`src/rtl/or_8bit_arbiter_if.sv`:
```
// rtl/or_8bit_arbiter_if.sv - requester/consumer bundle for the OR arbiter
//
// Purpose: groups the per-requester operand channels and the shared result
// channel of or_8bit_arbiter.
// Signals:
//   req_valid [N_REQ]        per-requester operand valid
//   req_ready [N_REQ]        per-requester accept, one-hot or zero
//   req_a/req_b [N_REQ*WIDTH] operands, requester i at [i*WIDTH +: WIDTH]
//   rsp_valid/rsp_ready      result handshake
//   rsp_data [WIDTH]         registered a | b of the granted requester
//   rsp_id [ID_W]            index of the granted requester
//   busy                     high while a result is pending
// Modports: master = requesters + consumer, slave = arbiter.
interface or_8bit_arbiter_if #(
  parameter int N_REQ = 4,
  parameter int WIDTH = 8,
  parameter int ID_W  = 2
);
  logic [N_REQ-1:0]       req_valid;
  logic [N_REQ-1:0]       req_ready;
  logic [N_REQ*WIDTH-1:0] req_a;
  logic [N_REQ*WIDTH-1:0] req_b;
  logic                   rsp_valid;
  logic                   rsp_ready;
  logic [WIDTH-1:0]       rsp_data;
  logic [ID_W-1:0]        rsp_id;
  logic                   busy;

  modport master (
    output req_valid, req_a, req_b, rsp_ready,
    input  req_ready, rsp_valid, rsp_data, rsp_id, busy
  );

  modport slave (
    input  req_valid, req_a, req_b, rsp_ready,
    output req_ready, rsp_valid, rsp_data, rsp_id, busy
  );
endinterface

```
`src/rtl/or_8bit_arbiter.sv`:
```
// rtl/or_8bit_arbiter.sv - round-robin arbiter sharing one registered OR datapath
//
// Purpose: grants one of N_REQ requesters per transaction, registers
// a | b of its operands and returns it with the requester index.
// Ports:
//   clk  rising-edge clock
//   rst  synchronous, active-high reset
//   bus  or_8bit_arbiter_if.slave (request channels, response channel, busy)
module or_8bit_arbiter #(
  parameter int N_REQ = 4,
  parameter int WIDTH = 8,
  parameter int ID_W  = 2
) (
  input  logic               clk,
  input  logic               rst,
  or_8bit_arbiter_if.slave   bus
);

  typedef enum logic {IDLE, RESP} state_t;

  state_t            state_q, state_d;
  logic [ID_W-1:0]   ptr_q, ptr_d;
  logic              rsp_valid_q, rsp_valid_d;
  logic [WIDTH-1:0]  rsp_data_q, rsp_data_d;
  logic [ID_W-1:0]   rsp_id_q, rsp_id_d;
  logic [N_REQ-1:0]  ready_d;
  logic              sel_found;
  logic [ID_W-1:0]   sel_idx;
  logic [ID_W-1:0]   cand;

  always_comb begin
    state_d     = state_q;
    ptr_d       = ptr_q;
    rsp_valid_d = rsp_valid_q;
    rsp_data_d  = rsp_data_q;
    rsp_id_d    = rsp_id_q;
    ready_d     = '0;
    sel_found   = 1'b0;
    sel_idx     = '0;
    cand        = '0;

    // Scan starts one past the last grant so the previous winner goes last.
    for (int k = 1; k <= N_REQ; k++) begin
      cand = ID_W'((int'(ptr_q) + k) % N_REQ);
      if (!sel_found && bus.req_valid[cand]) begin
        sel_found = 1'b1;
        sel_idx   = cand;
      end
    end

    case (state_q)
      IDLE: begin
        if (sel_found) begin
          ready_d[sel_idx] = 1'b1;
          rsp_data_d  = bus.req_a[sel_idx*WIDTH +: WIDTH] | bus.req_b[sel_idx*WIDTH +: WIDTH];
          rsp_id_d    = sel_idx;
          ptr_d       = sel_idx;
          rsp_valid_d = 1'b1;
          state_d     = RESP;
        end
      end
      RESP: begin
        if (bus.rsp_ready) begin
          rsp_valid_d = 1'b0;
          state_d     = IDLE;
        end
      end
      default: state_d = IDLE;
    endcase
  end

  always_ff @(posedge clk) begin
    if (rst) begin
      state_q     <= IDLE;
      ptr_q       <= ID_W'(N_REQ - 1);
      rsp_valid_q <= 1'b0;
      rsp_data_q  <= '0;
      rsp_id_q    <= '0;
    end else begin
      state_q     <= state_d;
      ptr_q       <= ptr_d;
      rsp_valid_q <= rsp_valid_d;
      rsp_data_q  <= rsp_data_d;
      rsp_id_q    <= rsp_id_d;
    end
  end

  // Grants are suppressed while reset is held so nothing is handed out that
  // the registers would then ignore.
  assign bus.req_ready = rst ? '0 : ready_d;
  assign bus.rsp_valid = rsp_valid_q;
  assign bus.rsp_data  = rsp_data_q;
  assign bus.rsp_id    = rsp_id_q;
  assign bus.busy      = (state_q == RESP);

endmodule

```
`src/flat_wrapper.sv`:
```
// flat-port wrapper written by rule: the top's interface ports become plain ports
module or_8bit_arbiter_flat 
#(
  parameter int N_REQ = 4,
  parameter int WIDTH = 8,
  parameter int ID_W  = 2
)
  (clk, rst, bus_req_valid, bus_req_a, bus_req_b, bus_rsp_ready, bus_req_ready, bus_rsp_valid, bus_rsp_data, bus_rsp_id, bus_busy);
  or_8bit_arbiter_if #(.N_REQ(N_REQ), .WIDTH(WIDTH), .ID_W(ID_W)) bus_i ();
  input  logic clk;
  input  logic rst;
  input wire logic [$bits(bus_i.req_valid)-1:0] bus_req_valid;
  input wire logic [$bits(bus_i.req_a)-1:0] bus_req_a;
  input wire logic [$bits(bus_i.req_b)-1:0] bus_req_b;
  input wire logic [$bits(bus_i.rsp_ready)-1:0] bus_rsp_ready;
  output wire logic [$bits(bus_i.req_ready)-1:0] bus_req_ready;
  output wire logic [$bits(bus_i.rsp_valid)-1:0] bus_rsp_valid;
  output wire logic [$bits(bus_i.rsp_data)-1:0] bus_rsp_data;
  output wire logic [$bits(bus_i.rsp_id)-1:0] bus_rsp_id;
  output wire logic [$bits(bus_i.busy)-1:0] bus_busy;
  assign bus_i.req_valid = bus_req_valid;
  assign bus_i.req_a = bus_req_a;
  assign bus_i.req_b = bus_req_b;
  assign bus_i.rsp_ready = bus_rsp_ready;
  assign bus_req_ready = bus_i.req_ready;
  assign bus_rsp_valid = bus_i.rsp_valid;
  assign bus_rsp_data = bus_i.rsp_data;
  assign bus_rsp_id = bus_i.rsp_id;
  assign bus_busy = bus_i.busy;
  or_8bit_arbiter #(.N_REQ(N_REQ), .WIDTH(WIDTH), .ID_W(ID_W)) u_core (.clk(clk), .rst(rst), .bus(bus_i));
endmodule
```
`config.mk`:
```
export PLATFORM = sky130hd
export DESIGN_NAME = or_8bit_arbiter_flat
export DESIGN_NICKNAME = d
export VERILOG_FILES = /design/src/rtl/or_8bit_arbiter_if.sv /design/src/rtl/or_8bit_arbiter.sv /design/src/flat_wrapper.sv
export SDC_FILE = /design/constraint.sdc
export NUM_CORES = 1
export LEC_CHECK = 0
export ABC_CLOCK_PERIOD_IN_PS = 3400
export BUFFER_PORTS_ARGS = -buffer_cell sky130_fd_sc_hd__buf_2
export CAP_MARGIN = 40
export CORE_UTILIZATION = 38
export CTS_BUF_LIST = sky130_fd_sc_hd__clkbuf_16
export DETAILED_ROUTE_END_ITERATION = 8
export PLACE_DENSITY = 0.88
export SLEW_MARGIN = 25
export SYNTH_ARGS = -nofsm -noshare
export SYNTH_HDL_FRONTEND = slang
export SYNTH_SLANG_ARGS = --single-unit
```
`constraint.sdc`:
```
create_clock -name clk -period 3.4 [get_ports clk]
set_input_delay 1.02 -clock clk [delete_from_list [all_inputs] [get_ports clk]]
set_output_delay 1.02 -clock clk [all_outputs]
set_load 0.005 [all_outputs]
```
==> metrics <==
Hold-fix buffers, CTS=0; max_cap viols=0; Tightest Pin Transition=roughly 770 ps; pins over their slew limit=0; startpoint types=input port; Final Cycle Share=0.959; antenna-violating nets left=0; Crit path required time=~2400 ps; vias=around 1300; initial antenna violation count=0; die area=approximately 2900 um2; worst skew pair latency=240 ps; clk sinks=14; Die Y=between 50 and 60 um; gpl congestion=0.733; postcts setup bufs=0; min Tclk post-route=between 3000 and 4000 ps; worst setup path class=input port to output pin; WL final=3100 um; synth warn=0; H-Tree Depth=1; endpoint class of the critical path=output pin; DRC Markers=0; unrepaired setup endpoints after global routing=no; Tot GR Track Use=0.204; Synth Instances=115; num rows=18; status=finished clean; WL per Instance=~14 um; WHS Endpoint=u_core.bus.rsp_data[6]$_SDFFE_PP0P_; Max Fclk=0.307 GHz; hpwl dp=2320 um; CTS tree=yes; area delta synth->final=47.5%; Leakage Power=about 0.77 nW; Reg2Reg Depth=6; count of different cell masters after synthesis=33; Seq cells post-synth=14; die span in x=53.7 um; I/O Pins=between 80 and 90; Fillers=about 240; vias per cell=5.52; DRT Pass-1 Iters=6; clk root buf=clkbuf_16; Setup TNS=0 ps; hold path startpoint=u_core.bus.rsp_data[6]$_SDFFE_PP0P_; Critical Path AT=between 2000 and 2500 ps; final setup fails=0; largest net degree at the start of global routing=18; Power Density=about 400 nW/um2; clk buf depth=2; n_diodes=0; part of the Yosys area used for sequential elements=0.276; crit path max fanout=5; Worst Hold Path Cells=1; layout net count=272; Reg2Reg Launch Point=u_core.ptr_q[0]$_SDFFE_PP1P_; first-pass GRT wire length=4200 um; Hold Fails Final Rpt=0; hold crit path type=flip-flop to flip-flop; Synth Cell Area=roughly 1000 um2; layout cells sized above 1=0.513; # port buffers=86; Synth Area per Inst=slightly below 9 um2; Core ar.=2500 um2; worst reg2reg endpoint=u_core.bus.rsp_data[1]$_SDFFE_PP0P_; clock buffer count from CTS=3; Max IR drop VDD=around 0.34 mV; post-synth net total=186; Max Clock Skew=around 0.74 ps; cts repair resizes=0; headroom to the max-slew limit=0.488; clk slew on worst S/H paths=roughly 40 ps; starting density of the core=0.407; fin util=0.600; initial DRC count=26; GRT overflow=0; flop-to-flop setup slack=~1600 ps; vias in the first global route=between 900 and 1000
## stage by stage
stage,worst slack [ps],hold WS [ps],power (W),area (um2),std cells
final,138,453,0.000597,1500,229
after global routing,44.6,475,0.000629,1500,229
after CTS,129,455,0.000601,1500,229
after detailed placement,147,435,0.000383,1430,226
after global placement,196,429,0.000379,1430,226
after floorplan,374,439,0.000312,1020,115
## metal layers
layer | GRT usage | up-vias | wire [um]
met3 | 0.0424 | 2 | 242
li1 | - | 628 | -
met4 | 0.0526 | 0 | 17
met2 | 0.356 | 55 | 1520
met1 | 0.250 | 578 | 1320
met5 | 0 | - | 0
## layout by cell type (no fill, tap or decap), types with 2 or more instances in the layout
cell / n
nor3b_1: 2
a211o_1: 8
clkbuf_16: 3
a211oi_1: 15
buf_2: 86
dfxtp_1: 14
a311oi_2: 2
nand2_1: 4
a311oi_1: 14
nor2_1: 21
nand2b_1: 4
buf_4: 3
o31a_1: 2
nor2b_1: 2
a21o_1: 2
## worst max-delay path, stage by stage
cell and delay, ps:
buf_2 130, nor4_1 510, nor3_2 100, a21boi_0 180
and2b_1 190, buf_2 120
## layout make-up
| type | count | area (um2) | share of cell area |
|---|---|---|---|
| Clock buffer | 3 | 75.1 | 0.0500 |
| Multi-Input combinational cell | 93 | 654 | 0.436 |
| Sequential cell | 14 | 280 | 0.187 |
| Tap cell | 30 | 37.5 | 0.0250 |
| Timing Repair Buffer | 89 | 453 | 0.302 |
## Yosys cell counts
master / n / area (um2)
nand3_1: 1 / 5.00
nor2b_1: 2 / 12.5
nand2b_1: 4 / 25.0
and2_2: 1 / 7.51
nand2b_4: 1 / 13.8
o31a_1: 2 / 17.5
nor3_2: 1 / 10.0
nor2_2: 1 / 6.26
buf_4: 1 / 7.51
nand2_1: 4 / 15.0
a211oi_2: 1 / 12.5
nand2_2: 1 / 6.26
a21bo_1: 1 / 10.0
nor2_1: 21 / 78.8
buf_6: 5 / 56.3
nor4_1: 1 / 6.26
a21oi_1: 1 / 5.00
a311oi_1: 14 / 123
and2_1: 1 / 6.26
a211o_1: 8 / 70.1
dfxtp_1: 14 / 280
and2b_1: 1 / 7.51
a21boi_0: 1 / 7.51
o21ai_2: 1 / 8.76
a21o_1: 2 / 15.0
clkbuf_1: 1 / 3.75
a311o_1: 1 / 10.0
and3_4: 1 / 11.3
nor3b_1: 2 / 15.0
buf_8: 1 / 15.0
a311oi_2: 2 / 30.0
a211oi_1: 15 / 113
or2_0: 1 / 6.26
## how the worst max path moves through the flow
| stage | end | from | depth (start not counted) | slack, ps |
|---|---|---|---|---|
| floorplan | bus_req_ready[1] | bus_req_valid[2] | 6 | 370 |
| global placement | bus_req_ready[1] | bus_req_valid[3] | 6 | 200 |
| finish | bus_req_ready[3] | bus_req_valid[3] | 6 | 140 |
| CTS | bus_req_ready[3] | bus_req_valid[3] | 6 | 130 |
| detailed placement | bus_req_ready[3] | bus_req_valid[3] | 6 | 150 |
| global route | bus_req_ready[3] | bus_req_valid[3] | 6 | 40 |
## where the power goes
part / switching [W] / internal [W] / leakage, nW
combinational: 0.0000879 / 0.0000917 / 0.612
clock: 0.0000612 / 0.000153 / 0.0370
sequential: 0.0000140 / 0.000189 / 0.117
## registers in the layout, summed over array words and instances, names as in the netlist
register and flops:
u_core.bus.rsp_id 2, u_core.bus.busy 1, u_core.ptr_q 2, u_core.bus.rsp_valid 1, u_core.bus.rsp_data 8
## cell families after synthesis
| family | synth area share |
|---|---|
| compound gates | 0.415 |
| buf+inv | 0.0812 |
| flops | 0.276 |
| simple gates | 0.229 |
Note: power is estimated with default switching activity, not from simulation.
